[config.mk]
export PLATFORM = sky130hd
export DESIGN_NAME = pipe_ctrl_unit
export DESIGN_NICKNAME = d
export VERILOG_FILES = /design/src/rtl/pipe_ctrl_unit.sv
export SDC_FILE = /design/constraint.sdc
export NUM_CORES = 1
export LEC_CHECK = 0
export ABC_AREA = 1
export CORE_ASPECT_RATIO = 0.75
export CORE_MARGIN = 1.5
export CORE_UTILIZATION = 38
export CTS_CLUSTER_DIAMETER = 120
export DETAILED_ROUTE_END_ITERATION = 12
export GPL_TIMING_DRIVEN = 0
export HOLD_SLACK_MARGIN = 0.08
export PLACE_DENSITY = 0.75
export SYNTH_ARGS = -nofsm -noshare
export SYNTH_HDL_FRONTEND = slang
export SYNTH_SLANG_ARGS = --single-unit
export TNS_END_PERCENT = 5
[constraint.sdc]
create_clock -name Clk -period 1.4 [get_ports Clk]
set_clock_uncertainty 0.05 [all_clocks]
set_input_delay 0.28 -clock Clk [delete_from_list [all_inputs] [get_ports Clk]]
set_output_delay 0.28 -clock Clk [all_outputs]
set_load 0.01 [all_outputs]
[src/rtl/pipe_ctrl_unit.sv]
// ---------------------------------------------------------------------------
// pipe_ctrl_unit
//   Pipelined control unit for a 5-stage MIPS datapath (IF/ID/EX/MEM/WB).
//   It decodes the instruction held in IF/ID and carries the resulting
//   control bits through registered ID/EX, EX/MEM and MEM/WB stages. It also
//   produces the load-use stall, the IF/ID flush for jumps and taken branches,
//   and per-stage destination-register tags for the forwarding unit.
//
// Ports
//   Clk, Rst        clock; synchronous active-high reset
//   InstrID         instruction in the IF/ID register
//   InstrValid      qualifies InstrID; 0 decodes as a bubble
//   BranchTakenEX   EX stage resolved a taken branch this cycle
//   Stall           hold PC and IF/ID (combinational)
//   FlushIFID       zero IF/ID on the next edge (combinational)
//   ALUSrcEX, RegDstEX, BranchEX, OPCodeEX, FunctEX, RtFieldEX   EX controls
//   MemReadMEM, MemWriteMEM, MemSizeMEM                          MEM controls
//   RegWriteWB, MemtoRegWB, LinkWB                               WB controls
//   DestEX, DestMEM, DestWB  write register per stage (0 = no write)
//
// Handshake: there is no backpressure on this block. InstrValid is a plain
// qualifier sampled every cycle; when it is low nothing about InstrID is
// decoded, stalled on or flushed. Stall is the only "not ready" signal and
// it is addressed to the fetch side (PC and IF/ID hold).
// ---------------------------------------------------------------------------
module pipe_ctrl_unit #(
   parameter int INSTR_W   = 32,
   parameter int REG_AW    = 5,
   parameter int LINK_REG  = 31,
   parameter int EN_HAZARD = 1
) (
   input  logic               Clk,
   input  logic               Rst,
   input  logic [INSTR_W-1:0] InstrID,
   input  logic               InstrValid,
   input  logic               BranchTakenEX,
   output logic               Stall,
   output logic               FlushIFID,
   output logic               ALUSrcEX,
   output logic               RegDstEX,
   output logic               BranchEX,
   output logic [5:0]         OPCodeEX,
   output logic [5:0]         FunctEX,
   output logic [REG_AW-1:0]  RtFieldEX,
   output logic               MemReadMEM,
   output logic               MemWriteMEM,
   output logic [1:0]         MemSizeMEM,
   output logic               RegWriteWB,
   output logic               MemtoRegWB,
   output logic               LinkWB,
   output logic [REG_AW-1:0]  DestEX,
   output logic [REG_AW-1:0]  DestMEM,
   output logic [REG_AW-1:0]  DestWB
);

   // ---------------------------------------------------------------- fields
   logic [5:0]        w_op;
   logic [5:0]        w_funct;
   logic [REG_AW-1:0] w_rs;
   logic [REG_AW-1:0] w_rt;
   logic [REG_AW-1:0] w_rd;
   logic              w_unused_bits;

   assign w_op    = InstrID[31:26];
   assign w_funct = InstrID[5:0];
   assign w_rs    = REG_AW'(InstrID[25:21]);
   assign w_rt    = REG_AW'(InstrID[20:16]);
   assign w_rd    = REG_AW'(InstrID[15:11]);
   // shamt (and any bits above 31) are not control-relevant
   assign w_unused_bits = ^InstrID[10:6] ^ ^InstrID[INSTR_W-1:26];

   // ---------------------------------------------------------------- decode
   logic              w_legal;
   logic              w_alu_src;
   logic              w_reg_dst;
   logic              w_branch;
   logic              w_jump;
   logic              w_mem_read;
   logic              w_mem_write;
   logic [1:0]        w_mem_size;
   logic              w_reg_write;
   logic              w_mem_to_reg;
   logic              w_link;
   logic              w_uses_rt;
   logic [REG_AW-1:0] w_dest;
   logic [5:0]        w_op_fwd;
   logic [5:0]        w_funct_fwd;
   logic [REG_AW-1:0] w_rt_fwd;

   always_comb begin
      w_legal      = 1'b0;
      w_alu_src    = 1'b0;
      w_reg_dst    = 1'b0;
      w_branch     = 1'b0;
      w_jump       = 1'b0;
      w_mem_read   = 1'b0;
      w_mem_write  = 1'b0;
      w_mem_size   = 2'b00;
      w_reg_write  = 1'b0;
      w_mem_to_reg = 1'b0;
      w_link       = 1'b0;
      w_uses_rt    = 1'b0;
      w_dest       = '0;

      if (InstrValid) begin
         case (w_op)
            6'h00: begin
               w_legal   = 1'b1;
               w_uses_rt = 1'b1;
               if (w_funct == 6'h08) begin
                  w_jump = 1'b1;              // JR
               end else begin
                  w_reg_dst   = 1'b1;
                  w_reg_write = 1'b1;
               end
            end
            6'h1C: begin                      // MUL, R-type format
               w_legal     = 1'b1;
               w_uses_rt   = 1'b1;
               w_reg_dst   = 1'b1;
               w_reg_write = 1'b1;
            end
            6'h01: begin                      // REGIMM: only BLTZ/BGEZ exist
               if (InstrID[20:17] == 4'd0) begin
                  w_legal  = 1'b1;
                  w_branch = 1'b1;
               end
            end
            6'h02: begin
               w_legal = 1'b1;
               w_jump  = 1'b1;
            end
            6'h03: begin
               w_legal     = 1'b1;
               w_jump      = 1'b1;
               w_reg_write = 1'b1;
               w_link      = 1'b1;
            end
            6'h04, 6'h05: begin               // BEQ/BNE compare rs with rt
               w_legal   = 1'b1;
               w_branch  = 1'b1;
               w_uses_rt = 1'b1;
            end
            6'h06, 6'h07: begin
               w_legal  = 1'b1;
               w_branch = 1'b1;
            end
            6'h08, 6'h0A, 6'h0C, 6'h0D, 6'h0E: begin
               w_legal     = 1'b1;
               w_alu_src   = 1'b1;
               w_reg_write = 1'b1;
            end
            6'h20, 6'h21, 6'h23: begin
               w_legal      = 1'b1;
               w_alu_src    = 1'b1;
               w_mem_read   = 1'b1;
               w_mem_to_reg = 1'b1;
               w_reg_write  = 1'b1;
               w_mem_size   = w_op[1:0];      // 00 byte, 01 half, 11 -> word
               if (w_op[1]) w_mem_size = 2'b10;
            end
            6'h28, 6'h29, 6'h2B: begin
               w_legal     = 1'b1;
               w_uses_rt   = 1'b1;
               w_alu_src   = 1'b1;
               w_mem_write = 1'b1;
               w_mem_size  = w_op[1:0];
               if (w_op[1]) w_mem_size = 2'b10;
            end
            default: ;
         endcase

         if (w_link)         w_dest = REG_AW'(LINK_REG);
         else if (w_reg_dst) w_dest = w_rd;
         else                w_dest = w_rt;

         // $0 is never written; a tag is only published for a real write so
         // the forwarding unit never matches a non-writing instruction.
         if (w_dest == '0) w_reg_write = 1'b0;
         if (!w_reg_write) w_dest = '0;
      end
   end

   assign w_op_fwd    = w_legal ? w_op    : 6'd0;
   assign w_funct_fwd = w_legal ? w_funct : 6'd0;
   assign w_rt_fwd    = w_legal ? w_rt    : '0;

   // ---------------------------------------------------------- ID/EX state
   logic r_mem_read_ex;
   logic r_mem_write_ex;
   logic [1:0] r_mem_size_ex;
   logic r_reg_write_ex;
   logic r_mem_to_reg_ex;
   logic r_link_ex;
   // EX/MEM state not visible on ports
   logic r_reg_write_mem;
   logic r_mem_to_reg_mem;
   logic r_link_mem;

   // -------------------------------------------------------------- hazards
   logic w_load_use;
   logic w_stall;
   logic w_flush;

   assign w_load_use = r_mem_read_ex && (DestEX != '0) && InstrValid &&
                       ((DestEX == w_rs) || ((DestEX == w_rt) && w_uses_rt));

   // A taken branch discards the ID instruction anyway, so it masks the stall.
   assign w_stall = (EN_HAZARD != 0) && !Rst && !BranchTakenEX && w_load_use;

   // A jump only flushes on the cycle it actually leaves ID; while stalled
   // the jump is still sitting in IF/ID and must not be zeroed.
   assign w_flush = !Rst && (BranchTakenEX || (w_jump && !w_stall));

   assign Stall     = w_stall;
   assign FlushIFID = w_flush;

   // --------------------------------------------------------------- stages
   always_ff @(posedge Clk) begin
      if (Rst) begin
         ALUSrcEX         <= 1'b0;
         RegDstEX         <= 1'b0;
         BranchEX         <= 1'b0;
         OPCodeEX         <= 6'd0;
         FunctEX          <= 6'd0;
         RtFieldEX        <= '0;
         DestEX           <= '0;
         r_mem_read_ex    <= 1'b0;
         r_mem_write_ex   <= 1'b0;
         r_mem_size_ex    <= 2'b00;
         r_reg_write_ex   <= 1'b0;
         r_mem_to_reg_ex  <= 1'b0;
         r_link_ex        <= 1'b0;
         MemReadMEM       <= 1'b0;
         MemWriteMEM      <= 1'b0;
         MemSizeMEM       <= 2'b00;
         DestMEM          <= '0;
         r_reg_write_mem  <= 1'b0;
         r_mem_to_reg_mem <= 1'b0;
         r_link_mem       <= 1'b0;
         RegWriteWB       <= 1'b0;
         MemtoRegWB       <= 1'b0;
         LinkWB           <= 1'b0;
         DestWB           <= '0;
      end else begin
         if (BranchTakenEX || w_stall) begin
            ALUSrcEX        <= 1'b0;
            RegDstEX        <= 1'b0;
            BranchEX        <= 1'b0;
            OPCodeEX        <= 6'd0;
            FunctEX         <= 6'd0;
            RtFieldEX       <= '0;
            DestEX          <= '0;
            r_mem_read_ex   <= 1'b0;
            r_mem_write_ex  <= 1'b0;
            r_mem_size_ex   <= 2'b00;
            r_reg_write_ex  <= 1'b0;
            r_mem_to_reg_ex <= 1'b0;
            r_link_ex       <= 1'b0;
         end else begin
            ALUSrcEX        <= w_alu_src;
            RegDstEX        <= w_reg_dst;
            BranchEX        <= w_branch;
            OPCodeEX        <= w_op_fwd;
            FunctEX         <= w_funct_fwd;
            RtFieldEX       <= w_rt_fwd;
            DestEX          <= w_dest;
            r_mem_read_ex   <= w_mem_read;
            r_mem_write_ex  <= w_mem_write;
            r_mem_size_ex   <= w_mem_size;
            r_reg_write_ex  <= w_reg_write;
            r_mem_to_reg_ex <= w_mem_to_reg;
            r_link_ex       <= w_link;
         end

         MemReadMEM       <= r_mem_read_ex;
         MemWriteMEM      <= r_mem_write_ex;
         MemSizeMEM       <= r_mem_size_ex;
         DestMEM          <= DestEX;
         r_reg_write_mem  <= r_reg_write_ex;
         r_mem_to_reg_mem <= r_mem_to_reg_ex;
         r_link_mem       <= r_link_ex;

         RegWriteWB       <= r_reg_write_mem;
         MemtoRegWB       <= r_mem_to_reg_mem;
         LinkWB           <= r_link_mem;
         DestWB           <= DestMEM;
      end
   end

endmodule

Word level (Yosys, flattened, before mapping):

Index checks and enable logic that the tools add are counted.

* logic and storage cells: 105
* register bits: 50

* reduce and logical (&&, ||, !) cells: 32
* bitwise operators: 4
* mux-type cells: 24
* eq/ne operators: 22

Operators with widths (count)
* $eq A6 B4 Y1 const B: 6
* $eq A6 B6 Y1 const B: 6
* $eq A6 B3 Y1 const B: 4
* $reduce_or A19 Y1: 1
* $mux W1: 15
* $mux W5: 3
* $eq A6 B2 Y1 const B: 2
* $reduce_or A3 Y1: 4
* $reduce_or A4 Y1: 3
* $reduce_or A11 Y1: 1
* $eq A5 B5 Y1: 2
* $pmux W1 S2: 5
* $reduce_or A10 Y1: 1
* $logic_and A1 B1 Y1: 8
* $reduce_or A7 Y1: 1
* $eq A6 B1 Y1 const B: 1
* $eq A6 B5 Y1 const B: 1
* $logic_not A6 Y1: 1
* $reduce_or A6 Y1: 1
* $logic_not A5 Y1: 1
* $reduce_bool A5 Y1: 1
* $reduce_or A5 Y1: 1
* $logic_not A4 Y1: 1
* $not A1 Y1: 4
* other kinds (4): 8

Longest topological paths before layout:

Gate-level depths: netlist (run 1).

* depth after elaboration: 12
* depth in mapped cells: 12
* depth with buffers taken out: 12

Worst setup path before layout (run 1):

OpenSTA, ideal clock, no wires.

* path kind: reg2out
* start point: register DestEX[3]
* end point: output port FlushIFID
* stages on the path, launching flop included: 11
* data required time: 1.070 ns
* setup slack: -0.136 ns
* arrival time: 1.206 ns
* cells stage by stage: dfxtp_1 > inv_1 > nand2_1 > nand2_1 > nand3_1 > nor2_1 > nand2_1 > nand2_1 > nand2_4 > nand3_1 > a21oi_1

* cells in the longest elaborated chain, start to end: 9
* elaborated cells on any way between the ends: 13
* classes of those cells: eq/ne: 2; reduce/logical: 11

RTL lines
* start: declaration: line 51 `output logic [REG_AW-1:0] DestEX,`
* start signal: assignment: line 267 `DestEX <= w_dest;`
* $eq A5 B5 Y1 or $reduce_bool A5 Y1 (tied branches): line 206, 205
* $logic_and A1 B1 Y1, on equally long branches: line 206, 205
* $logic_or A1 B1 Y1 or $logic_and A1 B1 Y1 (tied branches): line 206, 205
* $logic_and A1 B1 Y1 (*): line 205 `assign w_load_use = r_mem_read_ex && (DestEX != '0) && InstrValid &&`
* $logic_and A1 B1 Y1 (*): line 209 `assign w_stall = (EN_HAZARD != 0) && !Rst && !BranchTakenEX && w_load_use;`
* $logic_not A1 Y1 (*): line 213 `assign w_flush = !Rst && (BranchTakenEX || (w_jump && !w_stall));`
* $logic_and A1 B1 Y1 (*): line 213
* $logic_or A1 B1 Y1 (*): line 213
* $logic_and A1 B1 Y1 (*): line 213
* end: declaration: line 38 `output logic FlushIFID,`

Every way passes the cells marked *; elsewhere a longest branch is shown, timed or not.

Worst setup path after layout (run 1):

* start point: input port InstrID[3]
* end point: output port FlushIFID

* cells in the longest elaborated chain, start to end: 7

RTL lines
* start: declaration: line 34 `input logic [INSTR_W-1:0] InstrID,`
* $eq A6 B4 Y1: line 110 `if (w_funct == 6'h08) begin`
* $mux W1: line 110
* $pmux W1 S2: line 106 `case (w_op)`
* $mux W1: line 105 `if (InstrValid) begin`
* $logic_and A1 B1 Y1: line 213
* $logic_or A1 B1 Y1: line 213
* $logic_and A1 B1 Y1: line 213

Every way passes these cells.

==> results of run 1 <==
## routing by layer
metal  track usage (%)  wire [microns]  vias to the layer above  part of all wire (%)
li1                  -               -                      919                     -
met1              24.2            2180                      786                    45
met2              30.8            2220                       64                    46
met3              4.71             322                       15                   6.7
met4              6.05             115                        0                   2.4
met5                 0               0                        -                     0
## power by group through the flow
| stage | registers, mW | logic, mW | clock network (mW) |
|---|---|---|---|
| after floorplan | 1.47 | 0.130 | 0 |
| after global placement | 1.47 | 0.288 | 0 |
| after detailed placement | 1.47 | 0.290 | 0 |
| after CTS | 1.43 | 0.301 | 0.924 |
| after global routing | 1.43 | 0.336 | 0.990 |
| final | 1.43 | 0.307 | 0.911 |
## cell families after synthesis
group / Yosys count / synth area share [%]
AOI/OAI and AO/OA: 8 / 2.56
xor gates and xnor gates: 8 / 3.59
buffers and inverters: 55 / 11.0
DFF: 50 / 51.3
and+or+nand+nor: 122 / 31.6
## cell usage after synthesis
master and instances:
sky130_fd_sc_hd__xnor2_1 6, sky130_fd_sc_hd__buf_6 1, sky130_fd_sc_hd__o22ai_1 1, sky130_fd_sc_hd__nand3_4 1, sky130_fd_sc_hd__nand2_4 4, sky130_fd_sc_hd__nor2_1 59
sky130_fd_sc_hd__nor3_1 1, sky130_fd_sc_hd__xor2_1 2, sky130_fd_sc_hd__inv_1 51, sky130_fd_sc_hd__o21ai_2 1, sky130_fd_sc_hd__nand2_2 2, sky130_fd_sc_hd__nor3_2 1
sky130_fd_sc_hd__nand3_2 2, sky130_fd_sc_hd__nor3_4 1, sky130_fd_sc_hd__nand4_2 1, sky130_fd_sc_hd__a31oi_1 1, sky130_fd_sc_hd__clkbuf_1 2, sky130_fd_sc_hd__nor2_4 2
sky130_fd_sc_hd__nand3_1 19, sky130_fd_sc_hd__o2111ai_1 1, sky130_fd_sc_hd__nand2_1 17, sky130_fd_sc_hd__nor2_2 6, sky130_fd_sc_hd__dfxtp_1 50, sky130_fd_sc_hd__a21oi_1 4
sky130_fd_sc_hd__nand4_1 5, sky130_fd_sc_hd__nor4_1 1, sky130_fd_sc_hd__inv_2 1
## cell usage in the layout, fill, tap and decap left out, drive strengths merged, types with 4 or more instances in the layout
master and count:
inv 52, nand2 23, nand3 22, a21oi 4, dlygate4sd2 50, buf 21
nand4 6, xnor2 6, clkdlybuf4s50 16, nor2 67, dfxtp 50, clkbuf 8
## worst max-delay path: stages
cell and delay [ns]:
sky130_fd_sc_hd__clkdlybuf4s50_1 0.46, sky130_fd_sc_hd__inv_1 0.06, sky130_fd_sc_hd__nor2_2 0.10, sky130_fd_sc_hd__nand3_2 0.12
sky130_fd_sc_hd__o22ai_2 0.18, sky130_fd_sc_hd__nand3_2 0.10, sky130_fd_sc_hd__a21oi_2 0.12, sky130_fd_sc_hd__buf_2 0.14
## repair_timing
item | 4_1_cts | 5_1_grt
gates resized for setup | 106 | 2
setup buffers | 9 | 2
pin swaps | 16 | 3
hold endpoints to repair | 0 | 0
gates cloned | 1 | 0
setup endpoints to repair | 75 | 33
## area by class of cell
type | count | area [sq um]
multi-input cells | 138 | 867
well taps | 60 | 75.1
clock buffers | 6 | 93.8
inverters | 52 | 195
repair buffers | 86 | 748
clock inverters | 1 | 8.76
fillers | 420 | 1900
plain buffers | 3 | 22.5
flip-flops and latches | 50 | 1020
## sequential cells by signal (all words and copies together), names as in the netlist, 2 cells and up
signal and count:
DestMEM 5, DestWB 5, r_mem_size_ex 2, FunctEX 6
MemSizeMEM 2, DestEX 5, OPCodeEX 6, RtFieldEX 5
## worst max-delay path by stage
stage	start	to	slack, ns	depth (start not counted)
after floorplan	DestEX[3]$_SDFF_PP0_	FlushIFID	-0.02	5
after global placement	InstrID[27]	FlushIFID	-1.31	10
after detailed placement	InstrID[27]	FlushIFID	-1.32	10
after CTS	InstrID[21]	FlushIFID	-0.50	9
after global routing	DestEX[3]$_SDFF_PP0_	FlushIFID	-0.62	11
final	InstrID[3]	FlushIFID	-0.50	8
## stage by stage
stage               setup TNS (ns)  utilization [%]  hold slack (ns)
finish                       -5.14             61.5            0.213
global route                 -9.91             61.5            0.214
CTS                          -3.35             60.9            0.204
detailed placement          -26.84             57.4            0.343
global placement            -26.30             57.4            0.344
floorplan                  -0.0829                -            0.338
==> impl.org, run 1 <==
** Finish
- Area delta synth->final :: 55.1%
- Number of nets in the layout :: ~370
- Number of diodes :: 0
- Post-Layout Cell Count :: 396
- In the final layout, the share of cells above drive strength 1 is 24.1%.
- Post-route cell area :: around 3000 sq um

** Die
- Die Footprint :: ~5600 sq um
- The initial utilization of the core area, before any placement, comes to about two fifths.
- The core region is 4930 sq um.
- Floorplan die height :: around 65 microns
- Placement Rows :: 22
- The die is roughly 86 microns wide.
- Count of pins on the block boundary :: 80

** Global routing
- Wire length of the first global-routing pass :: approximately 8000 microns
- Global routing consumed, over all layers together, a little under a fifth of the routing resources.
- The via count of the first global-routing pass is between 1,500 and 2,000.
- The initial antenna violation count is 0.
- Pin count of the biggest net entering global routing :: 16
- Summed over all layers, the global routing overflow is 0.

** Route
- Dividing the detail-routed wire length by the instance count gives between 10 and 15 microns.
- For this block, the initial DRC count from the detailed router was 43.
- The first TritonRoute pass finished after 4 iterations.
- The count of nets left with antenna violations once routing finished came out at 0.
- Final wirelength :: around 4800 microns
- The final route contains 1,784 vias.
- After detailed routing, the number of vias per cell comes to about 4.5.
- Number of remaining DRC errors :: 0

** Clock tree
- The clock passes through at most 2 buffers.
- The tree is rooted in a sky130_fd_sc_hd__clkbuf_8.
- Inserted Clock Buffers :: 5
- Clock transition at the register clock pins on the worst setup and hold paths after CTS :: 0.09 ns
- H-tree Lvls :: 2
- The later pin in the worst-skew pair is clocked with a latency of around 0.30 ns.
- For this design, the sink count on the clock tree is 50.
- TritonCTS built the clock tree.
- Hold repair after CTS inserted 0 buffers.

** Critical path
- Arrival time of the worst setup path :: roughly 1.6 ns
- Along the worst path, the maximum fanout reaches 2.
- STA puts the critical path data required time at 1.07 ns.
- For the worst flop-to-flop path, the logic depth is 10.
- Worst flop-to-flop path startpoint :: DestEX[0]$_SDFF_PP0_
- Endpoint class of the critical path :: output pin
- Worst reg2reg endpoint :: OPCodeEX[3]$_SDFF_PP0_
- The critical path in this run is classified as primary input to output pin.
- The worst setup path is launched from a primary input.
- Reg2Reg Setup Slack :: -0.15 ns

** Timing
- Worst slew margin relative to its limit :: 66.4%
- The max-slew violation count is 0.
- F_max :: 0.527 GHz
- At the pin with the least slew margin, the transition time is just over 0.5 ns.
- Final setup viols :: 27
- Final number of hold-violating endpoints :: 0
- Fraction of the cycle the final worst path needs :: 136%
- Once routing completed, OpenROAD measured the worst setup slack at -0.498 ns.
- Shortest period the worst path allows :: between 1.5 and 2 ns
- Unrepaired setup endpoints after global routing :: yes

** Flow run
- Across the run, the number of max-cap violations was 0.

** Hold path
- Sink of the worst hold path :: OPCodeEX[4]$_SDFF_PP0_
- Cell count of the worst hold path :: 3
- The worst hold path begins at InstrID[30].
- The tightest min-delay check is of the primary input to flip-flop type.

** Power and ir drop
- Clock power frac :: between 30% and 40%
- Switching power :: 627 uW
- Cell Int Power :: 2.02 mW
- In this run the power density over the cells is roughly 900 nW/um^2.
- Of the total power, the share spent switching nets is 23.7%.
- Max rail drop VDD :: 0.423 mV
- Share of power burned in registers :: 54.0%
- The analysis attributes to cell leakage a power of 1.54 nW.
- Combinational logic is responsible for 11.6% of the overall power.
- Total design power :: about 2.6 mW

** Synth
- A synthesized cell averages 8.03 sq um.
- Post-synth design cell area :: 1950 sq um
- The synthesized netlist contains 27 unique library cells.
- Nets in the synthesized netlist :: ~280
- Flip-flop and latch count after synthesis :: 50
- After synthesis, flip-flops and latches occupy 51.3% of the total area.
- Share of Yosys cell area claimed by the top area cell type :: between 50 and 60%
- Cell types with the largest area share after synthesis :: sky130_fd_sc_hd__dfxtp_1 (51%), sky130_fd_sc_hd__nor2_1 (11%), sky130_fd_sc_hd__inv_1 (9.8%)
- Counting every instance in the synthesized netlist gives between 200 and 250.
- Number of warnings reported in the yosys synthesis log :: 0
- Of all cell types, the one taking the most synthesized area is sky130_fd_sc_hd__dfxtp_1.

** Placement
- Port buffering added 74 buffers.
- Once placement finished, the instance area stood at 2830 sq um.
- Worst slack, placed :: -1.32 ns
- HPWL after detailed placement :: 3400 microns
- Once placement completed, the tool counted placed cells totaling 377.
- At the end of routability-driven placement, the weighted congestion stood at ~0.85.

** Status
- Result of the run :: finished, violations left
- Violations in the final reports :: negative setup slack
Power figures use the tool's default switching activity.
==> inputs of run 2 (changes only) <==
--- a/config.mk
+++ b/config.mk
@@ -17,4 +17,4 @@
 export SYNTH_ARGS = -nofsm -noshare
 export SYNTH_HDL_FRONTEND = slang
 export SYNTH_SLANG_ARGS = --single-unit
-export TNS_END_PERCENT = 5
+export TNS_END_PERCENT = 1
==> impl.org, run 2 (synthesis results as in run 1) <==
** Placement
- The placed instance count was 377 (unchanged).
- Instance area at placement :: 2830 sq um (unchanged)
- The placer congestion estimate came to 0.849 (unchanged).
- HPWL after detailed placement :: 3400 microns (unchanged)
- The minimum setup slack after placement was -1.32 ns (unchanged).
- Number of buffers added on ports :: 74 (unchanged)

** Status
- The run finished, with violations left.
- Violations in the final reports :: negative setup slack

** Critical path
- Critical path class :: primary input to output pin
- Category of the worst setup path launch point :: primary input
- Endpoint class of the critical path :: output pin
- Arrival time of the worst setup path :: 1.55 ns (-0.02 ns)
- In this run the worst setup path begins at InstrID[3].
- The required arrival time at the worst endpoint came to 1.07 ns (about the same).
- Largest driver fanout on the critical path :: 2 (unchanged)
- Worst flop-to-flop path startpoint :: DestEX[3]$_SDFF_PP0_

** Power and ir drop
- The power density over cell area came to 879 nW/um^2 (+0.52%).
- Leak :: 1.53 nW (-0.78%)
- Max rail drop VDD :: 0.428 mV (+1.2%)

** Clock tree
- The root buffer cell chosen for the clock tree is sky130_fd_sc_hd__clkbuf_8.
- Maximum clock insertion buffer count :: 2 (unchanged)
- The number of levels in the clock H-tree was 2 (unchanged).
- The number of hold buffers added after CTS was 0 (unchanged).
- TritonCTS built the clock tree.
- The clock-pin slew of the registers on the worst-case setup and hold paths is 0.09 ns (about the same).
- The insertion delay of the later-clocked pin in the worst-skew pair came to 0.30 ns (about the same).
- The total CTS buffers came to 5 (unchanged).
- Clock net sink count :: 50 (unchanged)

** Timing
- Least-Margin Pin Slew :: 0.507 ns (+0.00365 ns)
- Worst slew margin relative to its limit :: 66.2% (-0.24 points)
- The ratio of final minimum period to clock period came to 134% (-1.3 points).
- Setup repair after global routing could not meet its margin everywhere.
- Shortest period the worst path allows :: 1.88 ns (-0.0183 ns)
- The max-slew violation count is 0 (unchanged).
- Final critical-path setup slack :: -0.480 ns (+0.0183 ns)
- The final hold violation count is 0 (unchanged).
- The count of endpoints failing setup in the final report is 33 (+22%).
- The worst hold-check slack is 0.239 ns (+0.0256 ns).
- F_max :: 0.532 GHz (+0.98%)
- Setup TNS :: -5.89 ns (-0.753 ns)

** Finish
- Leaving out fill and tap cells, the most frequent cells in the layout are sky130_fd_sc_hd__nor2_1 (51), sky130_fd_sc_hd__dlygate4sd2_1 (50), sky130_fd_sc_hd__dfxtp_1 (45), sky130_fd_sc_hd__inv_1 (45), sky130_fd_sc_hd__clkdlybuf4s50_1 (16).
- The final standard cell count with taps included and fillers excluded is 392 (-1.0%).
- Filler cell count :: 419 (-0.24%)
- The largest registers in the layout are FunctEX (6), OPCodeEX (6).
- Post-route cell area :: 3020 sq um (-0.17%)
- The layout cell share with drive strength beyond 1 came to 24.7% (+0.59 points).
- The antenna diode count is 0 (unchanged).
- Leaving out fill and tap cells, the most frequent cell in the layout is sky130_fd_sc_hd__nor2_1.
- The net total in the final layout is 368 (-1.1%).
- Area delta synth->final :: 54.9%

** Die
- The die outline area came to 5580 sq um (unchanged).
- Initial core utilization :: 39.6% (unchanged)
- Floorplan core area :: 4930 sq um (unchanged)
- Placement Rows :: 22 (unchanged)
- Width of the die :: 85.8 microns (unchanged)
- Count of pins on the block boundary :: 80 (unchanged)
- Floorplan die height :: 65.1 microns (unchanged)

** Global routing
- Number of global-route vias before repair :: 1,757 (-0.62%)
- The pin count of the biggest net entering global routing came to 16 (unchanged).
- Antenna violations before repair :: 0 (unchanged)
- The total routing resource utilization after global routing came to 18.6% (-0.11 points).
- The wire length of the first global-routing pass was 8080 microns (-0.17%).
- The final global-route overflow total was 0 (unchanged).

** Route
- Final wirelength :: 4820 microns (-0.39%)
- Number of detailed-routing iterations run before antenna repair :: 4 (unchanged)
- The detailed-route wire length per cell is 12.3 microns (+0.62%).
- The detailed-route DRC error count is 0 (unchanged).
- The final antenna-violating net count is 0 (unchanged).
- Initial DRC Count :: 51 (+19%)
- The via density per instance was 4.55 (+1.0%).
- Via count :: 1,784 (unchanged)

** Flow run
- The total of max-cap violations came to 0 (unchanged).

** Hold path
- The startpoint identified for the worst hold timing path is InstrID[26].
- The tightest min-delay check is of the primary input to flip-flop type.
run 2: cell types whose count changed in the layout (fill, tap and decap cells not counted), sizes merged:
cell,previous run,this run
clkdlybuf4s18,0,1
buf,21,12
clkdlybuf4s15,0,4
run 2: power by group:
part	internal (mW)	switching [mW]	total, mW	leakage, nW
Combinational	0.143	0.167	0.310	1.07
Clock	0.454	0.461	0.915	0.0524
Sequential	1.43	0.00541	1.43	0.407
Total	2.03	0.633	2.66	1.53
run 2: worst max-delay path, stage by stage:
cell and delay, ns:
sky130_fd_sc_hd__clkdlybuf4s50_1 0.46, sky130_fd_sc_hd__inv_1 0.06, sky130_fd_sc_hd__nor2_2 0.10, sky130_fd_sc_hd__nand3_2 0.10
sky130_fd_sc_hd__o22ai_2 0.18, sky130_fd_sc_hd__nand3_2 0.10, sky130_fd_sc_hd__a21oi_2 0.12, sky130_fd_sc_hd__buf_2 0.14
run 2: final timing paths:
kind / to / slack (ns) / depth (start not counted)
min reg2reg: RegWriteWB$_SDFF_PP0_ / 0.35 / 2
max reg2reg: RtFieldEX[3]$_SDFF_PP0_ / -0.19 / 12
min: OPCodeEX[0]$_SDFF_PP0_ / 0.24 / 3
max: FlushIFID / -0.48 / 8
run 2: layout make-up:
class                      instances  area, sq um  share of cell area (%)
tap                               60         75.1                    2.48
inverter                          52          195                    6.46
buffer                             3         22.5                   0.745
clock inverter                     1         8.76                   0.290
timing repair buffer              82          728                    24.1
clock buffer                       6         93.8                    3.10
multi-input combinational        138          885                    29.3
sequential                        50         1010                    33.6
run 2: through the flow:
step                total power [mW]  util, %
finish                          2.66     61.4
global placement                1.76     57.4
CTS                             2.65     60.3
floorplan                       1.60        -
global route                    2.77     61.4
detailed placement              1.76     57.4
run 2: what timing repair did:
| item | 4_1_cts | 5_1_grt |
|---|---|---|
| endpoints found under the setup margin | 75 | 33 |
| gates cloned | 0 | 0 |
| setup buffers | 6 | 2 |
| gates resized for setup | 94 | 11 |
| pin swaps | 14 | 4 |
run 2: metal layers:
| layer | wire length, microns | up-vias | track usage [%] |
|---|---|---|---|
| met2 | 2230 | 58 | 30.5 |
| met3 | 316 | 8 | 4.59 |
| met4 | 57 | 0 | 5.24 |
| li1 | - | 911 | - |
| met1 | 2210 | 807 | 24.5 |
| met5 | 0 | - | 0 |
==> inputs of run 3 (changes only) <==
--- a/config.mk
+++ b/config.mk
@@ -9,11 +9,13 @@
 export CORE_ASPECT_RATIO = 0.75
 export CORE_MARGIN = 1.5
 export CORE_UTILIZATION = 38
+export CTS_BUF_LIST = sky130_fd_sc_hd__clkbuf_8 sky130_fd_sc_hd__clkbuf_16
 export CTS_CLUSTER_DIAMETER = 120
 export DETAILED_ROUTE_END_ITERATION = 12
 export GPL_TIMING_DRIVEN = 0
 export HOLD_SLACK_MARGIN = 0.08
-export PLACE_DENSITY = 0.75
+export PLACE_DENSITY = 0.77
+export SETUP_SLACK_MARGIN = 0.05
 export SYNTH_ARGS = -nofsm -noshare
 export SYNTH_HDL_FRONTEND = slang
 export SYNTH_SLANG_ARGS = --single-unit
==> impl.org, run 3 (synthesis results as in run 1) <==
** Power and ir drop
- The peak ir drop on the vdd network was 0.549 mV (+28%).
- Total design power :: 2.54 mW (-4.4%)
- The power density over cell area came to 849 nW/um^2 (-3.5%).
- Leak :: 1.53 nW (+0.21%)

** Die
- Floorplan die height :: 65.1 microns (unchanged)
- Placement Rows :: 22 (unchanged)
- The die outline width is 85.8 microns (unchanged).
- The core outline area was 4930 sq um (unchanged).
- Die Footprint :: 5580 sq um (unchanged)
- Initial core utilization :: 39.6% (unchanged)
- The I/O pin count came to 80 (unchanged).

** Clock tree
- Inserted Clock Buffers :: 5 (unchanged)
- The number of levels in the clock H-tree is 2 (unchanged).
- Latest clock arrival within the worst-skew pair :: 0.30 ns (about the same)
- The clock-pin slew of the registers on the worst-case setup and hold paths came to 0.10 ns (about the same).
- TritonCTS built the clock tree.
- The total number of clock tree sinks was 50 (unchanged).
- The number of hold buffers added after CTS came to 0 (unchanged).
- The number of buffers between clock root and the deepest sink was 2 (unchanged).
- CTS Root Cell :: sky130_fd_sc_hd__clkbuf_8

** Critical path
- The worst-path maximum fanout came to 4 (+2).
- The reg2reg setup slack was -0.18 ns (about the same).
- The endpoint identified for the worst register-to-register timing path is OPCodeEX[1]$_SDFF_PP0_.
- CP Data Required Time :: 1.07 ns (about the same)
- The critical path is of the primary input to output pin type.
- Critical path startpoint :: InstrID[26]
- The worst setup path is captured at an output pin.
- The critical path arrival came to 1.51 ns (-0.04 ns).
- In this run the critical register-to-register path is launched from DestEX[0]$_SDFF_PP0_.
- Number of cells traversed by the worst register-to-register path :: 10 (-2)
- Critical path endpoint :: FlushIFID
- The worst setup path is launched from a primary input.

** Status
- The flow ran to the end, but the final reports show violations.
- The checks that failed: negative setup slack.

** Timing
- The transition at the pin with the smallest max-transition slack is 0.492 ns (-0.0156 ns).
- Fraction of the cycle the final worst path needs :: 132% (-2.6 points)
- The normalized max-slew margin came to 67.2% (+1.0 points).
- The final critical-path required period was 1.84 ns (-0.0363 ns).
- Max-slew violation total from the final report :: 0 (unchanged)
- The slack of the critical path was -0.444 ns (+0.0363 ns).
- F_max :: 0.542 GHz (+2.0%)
- Unrepaired setup endpoints after global routing :: yes
- Final number of hold-violating endpoints :: 0 (unchanged)
- Final setup viols :: 29 (-12%)

** Flow run
- Number of violations of the max-capacitance limit :: 0 (unchanged)

** Global routing
- Total routing usage reported by global routing :: 18.8% (+0.19 points)
- The wire length of the first global-routing pass was 8090 microns (about the same).
- The via count of the first global-routing pass is 1,674 (-4.7%).
- Pin count of the biggest net entering global routing :: 16 (unchanged)
- In this run the most used layer during global routing was met2.
- The met3 demand-to-capacity share in global routing came to 5.10% (+0.51 points).
- The routing usage on met1 is 25.4% (+0.93 points).
- The final global-route overflow total came to 0 (unchanged).
- Met2 layer usage reported by global route :: 29.8% (-0.69 points)
- The initial antenna violation count is 0 (unchanged).

** Finish
- Leading cell type in the layout, fill and taps excluded :: sky130_fd_sc_hd__dlygate4sd2_1
- The net total in the final layout is 370 (+0.54%).
- Most used cells in the layout excluding fill and tap cells :: sky130_fd_sc_hd__dlygate4sd2_1 (58), sky130_fd_sc_hd__nor2_1 (53), sky130_fd_sc_hd__dfxtp_1 (45), sky130_fd_sc_hd__inv_1 (43), sky130_fd_sc_hd__nand2_1 (14)
- Filler cell count :: 426 (+1.7%)
- The area growth from synthesis to layout is 53.3%.
- The largest registers in the layout are FunctEX (6), OPCodeEX (6).
- The antenna diode count was 0 (unchanged).
- Fraction of final layout cells sized beyond drive strength 1 :: 24.9% (+0.15 points)

** Route
- Number of remaining DRC errors :: 0 (unchanged)
- Via count :: 1,774 (-0.56%)
- Initial DRC Count :: 96 (+88%)
- The total length of routed wires is 4890 microns (+1.6%).
- WL per Instance :: 12.4 microns (+1.0%)
- Routed Antenna Nets :: 0 (unchanged)
- The first-pass iteration count of the detailed router is 4 (unchanged).
- Routed via count divided by cell count :: 4.50 (-1.1%)

** Placement
- The placer congestion estimate was 0.869 (+2.3%).
- The count of buffers from port buffering is 74 (unchanged).
- The minimum setup slack after placement is -1.33 ns (-0.00410 ns).
- HPWL after detailed placement :: 3560 microns (+4.7%)

** Hold path
- The tightest min-delay check is of the primary input to flip-flop type.
[run 3: cell types whose count changed in the layout (fill, tap and decap cells not counted), moves of 2 or more]
cell / delta
sky130_fd_sc_hd__xnor2_1: -2
sky130_fd_sc_hd__nand2_1: +2
sky130_fd_sc_hd__inv_1: -2
sky130_fd_sc_hd__dfxtp_2: -2
sky130_fd_sc_hd__xnor2_2: +2
sky130_fd_sc_hd__nand2_2: -2
sky130_fd_sc_hd__nor2_2: -2
sky130_fd_sc_hd__dfxtp_4: +2
sky130_fd_sc_hd__inv_2: +2
sky130_fd_sc_hd__nor2_1: +2
sky130_fd_sc_hd__clkdlybuf4s50_1: -8
sky130_fd_sc_hd__dlygate4sd2_1: +8
[run 3: repair_timing]
action / CTS / global route
pin swaps: 23 / 2
setup buffers: 10 / 0
gates resized for setup: 111 / 3
endpoints found under the setup margin: 75 / 33
[run 3: routing by layer]
layer	up-vias	share of wire, %
met5	-	0
met4	0	0.84
met3	4	6.9
met2	73	46
met1	782	46
li1	915	-
[run 3: worst min path at each step]
stage                                           from                endpoint  slack, ns  cells after the start
after floorplan                r_link_mem$_SDFF_PP0_       LinkWB$_SDFF_PP0_       0.34                      2
after global placement    r_reg_write_mem$_SDFF_PP0_   RegWriteWB$_SDFF_PP0_       0.34                      2
after detailed placement  r_reg_write_mem$_SDFF_PP0_   RegWriteWB$_SDFF_PP0_       0.34                      2
after CTS                                InstrID[29]  OPCodeEX[3]$_SDFF_PP0_       0.24                      3
after global routing                     InstrID[29]  OPCodeEX[3]$_SDFF_PP0_       0.24                      3
final                                    InstrID[29]  OPCodeEX[3]$_SDFF_PP0_       0.24                      3
[run 3: power breakdown]
group          internal, mW  switching, mW
logic                 0.134          0.167
clock network         0.343          0.466
registers              1.42        0.00556
[run 3: area by class of cell]
| type | count | area [sq um] | area share [%] |
|---|---|---|---|
| inverter | 52 | 195 | 6.52 |
| sequential | 50 | 1020 | 34.1 |
| buffer | 3 | 22.5 | 0.753 |
| tap | 60 | 75.1 | 2.51 |
| clock inverter | 2 | 13.8 | 0.460 |
| clock buffer | 5 | 68.8 | 2.30 |
| timing repair buffer | 84 | 732 | 24.5 |
| multi-input combinational | 138 | 866 | 28.9 |
[run 3: stage by stage]
step           utilization, %  area (sq um)  hold slack (ns)  setup TNS, ns  cells
2_1_floorplan               -          2010            0.338        -0.0829    243
3_3_place_gp             57.4          2830            0.344         -26.23    377
3_5_place_dp             57.4          2830            0.342         -27.31    377
4_1_cts                  60.5          2980            0.238          -3.41    394
5_1_grt                  60.7          2990            0.241          -7.36    394
6_report                 60.7          2990            0.237          -4.13    394
[run 3: critical path: stages]
cell	delay (ns)
sky130_fd_sc_hd__clkdlybuf4s15_2	0.23
sky130_fd_sc_hd__inv_2	0.09
sky130_fd_sc_hd__nand2_2	0.07
sky130_fd_sc_hd__nand3_2	0.11
sky130_fd_sc_hd__nand4_1	0.15
sky130_fd_sc_hd__nand2_1	0.12
sky130_fd_sc_hd__nand2_2	0.06
sky130_fd_sc_hd__nand2_4	0.07
sky130_fd_sc_hd__nand3_2	0.06
sky130_fd_sc_hd__a21oi_2	0.12
sky130_fd_sc_hd__buf_2	0.15
